==> src/rtl/detector_paso_ir.sv <==
// detector_paso_ir
//   Front end of the people counter. Conditions the two raw infrared beams
//   (A = outer, B = inner), tracks each crossing with a direction FSM and
//   emits one single-cycle pulse per complete crossing.
//
//   Build option: define AFORO_EN to add the saturating occupancy counter
//   (parameter OCC_W and output ocupacion). Without it that logic is absent.
//
//   Ports
//     clk        system clock
//     rst_n      asynchronous active-low reset
//     ir_a       raw outer beam, 1 = broken, asynchronous to clk
//     ir_b       raw inner beam, 1 = broken, asynchronous to clk
//     entrada    one-cycle pulse per valid A->B crossing
//     salida     one-cycle pulse per valid B->A crossing
//     error_seq  one-cycle pulse when a crossing is aborted or times out
//     ocupado    high while the FSM is not in IDLE
//     ocupacion  occupancy count (AFORO_EN only)
//
//   state      | meaning
//   -----------+-----------------------------------------------
//   IDLE       | both beams clear, no crossing in progress
//   A1         | entering: only outer beam broken
//   AB_IN      | entering: both beams broken
//   B2         | entering: only inner beam broken
//   B1         | leaving: only inner beam broken
//   AB_OUT     | leaving: both beams broken
//   A2         | leaving: only outer beam broken
//   WAIT_CLEAR | invalid or timed-out crossing, wait for both clear

module detector_paso_ir #(
  parameter int DEBOUNCE_CYCLES = 16,
  parameter int TIMEOUT_CYCLES  = 5000000,
  parameter int TIMER_W         = 23
`ifdef AFORO_EN
  , parameter int OCC_W         = 8
`endif
) (
  input  logic clk,
  input  logic rst_n,
  input  logic ir_a,
  input  logic ir_b,
  output logic entrada,
  output logic salida,
  output logic error_seq,
  output logic ocupado
`ifdef AFORO_EN
  , output logic [OCC_W-1:0] ocupacion
`endif
);

  localparam int DB_W = (DEBOUNCE_CYCLES > 1) ? $clog2(DEBOUNCE_CYCLES) : 1;
  localparam logic [DB_W-1:0]    DB_LAST  = DB_W'(DEBOUNCE_CYCLES - 1);
  localparam logic [TIMER_W-1:0] TMO_LAST = TIMER_W'(TIMEOUT_CYCLES - 1);

  typedef enum logic [2:0] {
    IDLE, A1, AB_IN, B2, B1, AB_OUT, A2, WAIT_CLEAR
  } state_t;

  typedef enum logic [1:0] {EV_NONE, EV_ENT, EV_SAL, EV_ERR} ev_t;

  // index 0 = beam A, index 1 = beam B
  logic [1:0]      sync1, sync2, db;
  logic [DB_W-1:0] db_cnt [2];

  state_t           st, st_nxt;
  ev_t              ev;
  logic [TIMER_W-1:0] timer;
  logic a, b;

  assign a = db[0];
  assign b = db[1];

  // Synchronizer and debounce. The counter only runs while the synced level
  // disagrees with the debounced one; DEBOUNCE_CYCLES disagreeing cycles in a
  // row flip the debounced level.
  always_ff @(posedge clk or negedge rst_n) begin
    if (!rst_n) begin
      sync1 <= '0;
      sync2 <= '0;
      db    <= '0;
      for (int i = 0; i < 2; i++) db_cnt[i] <= '0;
    end else begin
      sync1 <= {ir_b, ir_a};
      sync2 <= sync1;
      for (int i = 0; i < 2; i++) begin
        if (sync2[i] == db[i]) begin
          db_cnt[i] <= '0;
        end else if (db_cnt[i] == DB_LAST) begin
          db[i]     <= sync2[i];
          db_cnt[i] <= '0;
        end else begin
          db_cnt[i] <= db_cnt[i] + DB_W'(1);
        end
      end
    end
  end

  // Next-state decode; a real beam transition always wins over the timeout.
  always_comb begin
    st_nxt = st;
    ev     = EV_NONE;
    unique case (st)
      IDLE: begin
        if (a && !b)      st_nxt = A1;
        else if (!a && b) st_nxt = B1;
        else if (a && b)  begin st_nxt = WAIT_CLEAR; ev = EV_ERR; end
      end
      A1: begin
        if (a && b)        st_nxt = AB_IN;
        else if (!a && !b) st_nxt = IDLE;
        else if (!a && b)  begin st_nxt = WAIT_CLEAR; ev = EV_ERR; end
      end
      AB_IN: begin
        if (!a && b)       st_nxt = B2;
        else if (a && !b)  st_nxt = A1;
        else if (!a && !b) begin st_nxt = IDLE; ev = EV_ERR; end
      end
      B2: begin
        if (!a && !b)     begin st_nxt = IDLE; ev = EV_ENT; end
        else if (a && b)  st_nxt = AB_IN;
        else if (a && !b) begin st_nxt = WAIT_CLEAR; ev = EV_ERR; end
      end
      B1: begin
        if (a && b)        st_nxt = AB_OUT;
        else if (!a && !b) st_nxt = IDLE;
        else if (a && !b)  begin st_nxt = WAIT_CLEAR; ev = EV_ERR; end
      end
      AB_OUT: begin
        if (a && !b)       st_nxt = A2;
        else if (!a && b)  st_nxt = B1;
        else if (!a && !b) begin st_nxt = IDLE; ev = EV_ERR; end
      end
      A2: begin
        if (!a && !b)     begin st_nxt = IDLE; ev = EV_SAL; end
        else if (a && b)  st_nxt = AB_OUT;
        else if (!a && b) begin st_nxt = WAIT_CLEAR; ev = EV_ERR; end
      end
      WAIT_CLEAR: begin
        if (!a && !b) st_nxt = IDLE;
      end
      default: st_nxt = IDLE;
    endcase

    if (st_nxt == st && st != IDLE && st != WAIT_CLEAR && timer == TMO_LAST) begin
      st_nxt = WAIT_CLEAR;
      ev     = EV_ERR;
    end
  end

  always_ff @(posedge clk or negedge rst_n) begin
    if (!rst_n) begin
      st        <= IDLE;
      timer     <= '0;
      entrada   <= 1'b0;
      salida    <= 1'b0;
      error_seq <= 1'b0;
      ocupado   <= 1'b0;
    end else begin
      st        <= st_nxt;
      entrada   <= (ev == EV_ENT);
      salida    <= (ev == EV_SAL);
      error_seq <= (ev == EV_ERR);
      ocupado   <= (st_nxt != IDLE);
      // WAIT_CLEAR keeps counting, but the decode above never fires there.
      if (st_nxt != st || st_nxt == IDLE) timer <= '0;
      else                                timer <= timer + TIMER_W'(1);
    end
  end

`ifdef AFORO_EN
  // Updated on the same edge that raises the pulse it counts; saturating.
  always_ff @(posedge clk or negedge rst_n) begin
    if (!rst_n) begin
      ocupacion <= '0;
    end else if (ev == EV_ENT && ocupacion != '1) begin
      ocupacion <= ocupacion + OCC_W'(1);
    end else if (ev == EV_SAL && ocupacion != '0) begin
      ocupacion <= ocupacion - OCC_W'(1);
    end
  end
`endif

endmodule
==> config.mk <==
export PLATFORM = sky130hd
export DESIGN_NAME = detector_paso_ir
export DESIGN_NICKNAME = d
export VERILOG_FILES = /design/src/rtl/detector_paso_ir.sv
export SDC_FILE = /design/constraint.sdc
export NUM_CORES = 1
export LEC_CHECK = 0
export CAP_MARGIN = 20
export CORE_UTILIZATION = 45
export DETAILED_ROUTE_END_ITERATION = 6
export PLACE_DENSITY = 0.72
export SETUP_SLACK_MARGIN = 0.1
export SLEW_MARGIN = 20
export SYNTH_ARGS = -nofsm -noshare
export SYNTH_HDL_FRONTEND = slang
export SYNTH_SLANG_ARGS = --single-unit
==> constraint.sdc <==
create_clock -name clk -period 3.4 [get_ports clk]
set_input_delay 0.68 -clock clk [delete_from_list [all_inputs] [get_ports clk]]
set_output_delay 0.68 -clock clk [all_outputs]
set_load 0.005 [all_outputs]
Word level (Yosys, flattened, before mapping)
Cells that the tools add are included.
W data, S select, Z words.
{"block": "totals", "inputBits": 4, "elab_cells": 96, "regBits": 44, "output_inout_bits": 4}
{"block": "op_classes", "add_sub_neg": 3, "eq_ne": 18, "bitwise": 2, "n_reduce_logical": 16, "n_mux": 45}
{"cell": "$mux W3", "n": 19}
{"cell": "$mux W2", "n": 19}
{"cell": "$pmux W3 S8", "n": 1}
{"cell": "$add A23 B1 Y23 const B", "n": 1}
{"cell": "$eq A23 B23 Y1 const B", "n": 1}
{"cell": "$mux W23", "n": 1}
{"cell": "$mux W4", "n": 4}
{"cell": "$pmux W2 S7", "n": 1}
{"cell": "$eq A3 B3 Y1 const B", "n": 4}
{"cell": "$add A4 B1 Y4 const B", "n": 2}
{"cell": "$eq A4 B4 Y1 const B", "n": 2}
{"cell": "$logic_and A1 B1 Y1", "n": 7}
{"cell": "$eq A3 B2 Y1 const B", "n": 2}
{"cell": "$logic_not A3 Y1", "n": 2}
{"cell": "$reduce_bool A3 Y1", "n": 2}
{"cell": "$eq A2 B2 Y1 const B", "n": 2}
{"cell": "$reduce_and A2 Y1", "n": 2}
{"cell": "$eq A3 B1 Y1 const B", "n": 1}
{"cell": "$eq A3 B3 Y1", "n": 1}
{"cell": "$ne A3 B3 Y1", "n": 1}
{"cell": "$ne A3 B3 Y1 const B", "n": 1}
{"cell": "$eq A1 B1 Y1", "n": 2}
{"cell": "$eq A2 B1 Y1 const B", "n": 1}
{"cell": "$logic_not A1 Y1", "n": 2}
{"cell": "other kinds (2)", "n": 3}

Depth between registers and ports, before layout
{"block": "depth", "depth_word": 14, "depth_mapped": 7, "depth_no_buf": 6}

Worst setup path before layout
No wires, ideal clock.
{"block": "synth_path", "path_kind": "flip-flop to flip-flop", "from": "reg timer[7]", "to": "reg error_seq", "slack_ns": 1.412, "path_buffers": 0, "stages_incl_launch_ff": 6, "arrival_time_ns": 1.902, "path_cell_list": "dfrtp_1 -> or4_4 -> nor4_4 -> nand2_2 -> o31a_1 -> a32oi_1"}
{"block": "synth_via", "elab_chain_cells": 4}
{"item": "start: declaration", "line": "68", "text": "logic [TIMER_W-1:0] timer;"}
{"item": "start signal: assignment", "line": "167", "text": "else timer <= timer + TIMER_W'(1);"}
{"item": "$eq A23 B23 Y1", "line": "145", "text": "if (st_nxt == st && st != IDLE && st != WAIT_CLEAR && timer == TMO_LAST) begin"}
{"item": "$logic_and A1 B1 Y1", "line": "145"}
{"item": "$mux W2", "line": "145"}
{"item": "$eq A2 B2 Y1", "line": "163", "text": "error_seq <= (ev == EV_ERR);"}
{"item": "end signal: assignment", "line": "163"}
{"item": "end: declaration", "line": "45", "text": "output logic error_seq,"}
No other way between the ends.
A chain may end at the register's enable or synchronous reset.

Final worst setup path
{"block": "layout_path", "from": "reg timer[7]", "to": "reg timer[1]"}
{"block": "layout_via", "elab_chain_cells": 6, "word_cells_on_any_way": 7}
{"item": "$eq A23 B23 Y1 (*)", "line": "145"}
{"item": "$logic_and A1 B1 Y1 (*)", "line": "145"}
{"item": "$mux W3 (*)", "line": "145"}
{"item": "$ne A3 B3 Y1 or $logic_not A3 Y1 (tied branches)", "line": "166", "text": "if (st_nxt != st || st_nxt == IDLE) timer <= '0;"}
{"item": "$logic_or A1 B1 Y1 (*)", "line": "166"}
{"item": "$mux W23 (*)", "line": "166"}
Every way passes the cells marked *; elsewhere a longest branch is shown, timed or not.

==> out/metrics.cfg <==
[status]
status=finished, final reports clean

[synth]
synthCells=240
synthArstFlopShare_pct=100
synth_edf_count=0
synthFlopType=dfrtp_1
synth_warnings=0
syn_nets=247
syn_avg_cell_area_um2=9.80
yosysTopAreaCell=dfrtp_1
ys_seq_area_share_pct=46.8
syn_area_mm2=0.00235
yosysUniqueCellTypes=48
synthTopCellsByArea=dfrtp_1, a21oi_1, xnor2_1
synthTopCellsByCount=dfrtp_1, a21oi_1, nand2_1, nor3_1
ys_seq_elements=44
synth_most_common_cell=dfrtp_1
synth.top_cell.area_share_pct=46.8

[finish]
area_growth_pct=7.45
finalNonFillerCells=312
final_area_mm2=0.00253
final_net_count=251
drive_above_1_share_pct=8.57
post-route-util_pct=51.8
insertedDiodeCount=0

[clocking]
cts_buffer_depth=2
cts_tree=done
cts_setup_buffers=0
clock_sinks=44
clock_tree.root_cell=clkbuf_8
cts_resized=0
clk_latency_ns=0.30
hold_buffers=0
htreeDepth=2
clkTransAtPathRegs_ns=0.08
cts_made_buffers=5

[placement]
numPortBuffers=7
place_area_mm2=0.00243
routabilityCongestion=0.889
dp_hpwl_um=3010
dp_cells=304

[sta]
finalSetupTns_ns=0
final-max-slew-violation-count=0
fin_skew_ns=0.00733
timing.final.crit_share_pct=64.3
worstMarginPinSlew_ns=0.955
fmax_ghz=0.457
finalHoldViolCount=0
max-slew-margin-rel_pct=36.3
period_needed_ns=2.19
finalSetupViolations=0
rsz0062_at_grt=no

[global_route]
grt_pass1_wl_um=7640
grt_pass1_vias=1639
antenna_found_initial=0
grt_max_degree=45
grt_overflow=0
track_usage_pct=18.6

[routing]
drt_iter0_drc=219
drt_drc_violations_left=0
avgRoutedWirePerCell_um=14.3
ant_nets=0
dr.pass1.iters=4
viasPerCell=5.68
vias=1773
totalWireLength_um=4460

[floorplanning]
fp.dieW_um=74.3
die_area_mm2=0.00552
rows=25
die_y_um=74.3
start_util_pct=48.2
core_area_mm2=0.00488
ioPinCount=8

[pwr]
max-vdd-ir-drop_mv=0.243
leakagePower_nw=0.953
powerDensity_mw_per_mm2=357

[setup_path]
startpoint_type=register
arrival_ns=2.35
crit_path_end_kind=register
critical_path.max_fanout=12
path_class=reg2reg
worst_ep_required_time_ns=3.56

[worst_hold_path]
min_path_type=reg2reg

[run]
drv_cap=0

[sequential cells by signal, summed over array words and instances (netlist names)]
signal     cells
sync1          2
db             2
error_seq      1
sync2          2
ocupado        1
entrada        1
salida         1
timer         23
db_cnt         8
st             3
[per-layer routing]
metal  part of all wire [%]  GRT usage, %  vias up
li1                       -             -      870
met1                     48          25.6      856
met2                     45          27.1       39
met3                    4.3          4.47        8
met4                    2.1          10.1        0
met5                      0             0        -
[kinds of logic after synthesis]
| logic type | after synthesis | synth area share (%) |
|---|---|---|
| AOI/OAI and AO/OA | 54 | 14.2 |
| xor gates and xnor gates | 26 | 9.68 |
| adders and majority gates | 3 | 1.60 |
| buffers and inverters | 19 | 4.63 |
| DFF | 44 | 46.8 |
| muxes | 2 | 0.957 |
| and+or+nand+nor | 92 | 22.1 |
[path summary, 6_finish.rpt]
check,cells after the start,slack [ns],from,end
setup / recovery,6,1.21,timer[7],timer[1]
hold / removal,0,0.35,sync1[0],sync2[0]
setup reg to reg,6,1.21,timer[7],timer[1]
hold reg to reg,0,0.35,sync1[0],sync2[0]
max in group asynchronous,1,2.29,rst_n,ocupado
min in group asynchronous,1,0.53,rst_n,timer[7]
[metrics by stage]
stage / setup WS, ns / hold slack (ns) / total power, mW
2_1_floorplan: 1.41 / 0.331 / 0.559
4_1_cts: 1.21 / 0.353 / 0.919
3_3_place_gp: 1.32 / 0.332 / 0.575
3_5_place_dp: 1.22 / 0.335 / 0.575
6_report: 1.21 / 0.351 / 0.903
5_1_grt: 1.06 / 0.359 / 0.948
[layout make-up]
cell class,count,area [um2]
Clock buffer,7,86.3
Clock inverter,1,7.51
Fill cell,464,2350
Inverter,7,26.3
Multi-Input combinational cell,177,1140
Sequential cell,44,1100
Tap cell,67,83.8
Timing Repair Buffer,9,80.1
[worst max-delay path: stages, from the launching register on]
cell,delay [ns]
dfrtp_1,0.44
or4_4,0.56
nor4_4,0.40
nand2_2,0.15
o21ai_0,0.15
buf_4,0.23
a21boi_0,0.11
[cell usage in the layout (no fill, tap or decap), types with 4 or more instances in the layout]
cell	synthesis	layout
clkdlybuf4s50_1	0	6
inv_1	7	7
nand4_1	10	10
nor3_1	15	15
clkbuf_8	0	6
o21ai_0	7	7
dfrtp_1	44	44
a21oi_1	28	28
nand2_1	15	15
nor4_1	4	4
nand3_1	14	14
nor2_1	8	8
nand2b_1	5	5
xnor2_1	14	14
xor2_1	12	12
[power breakdown]
| group | internal [mW] | switching (mW) |
|---|---|---|
| clock | 0.165 | 0.174 |
| combinational | 0.00998 | 0.0159 |
| sequential | 0.531 | 0.00681 |
| total | 0.706 | 0.197 |
No activity file was read; power rests on OpenSTA's default activity.
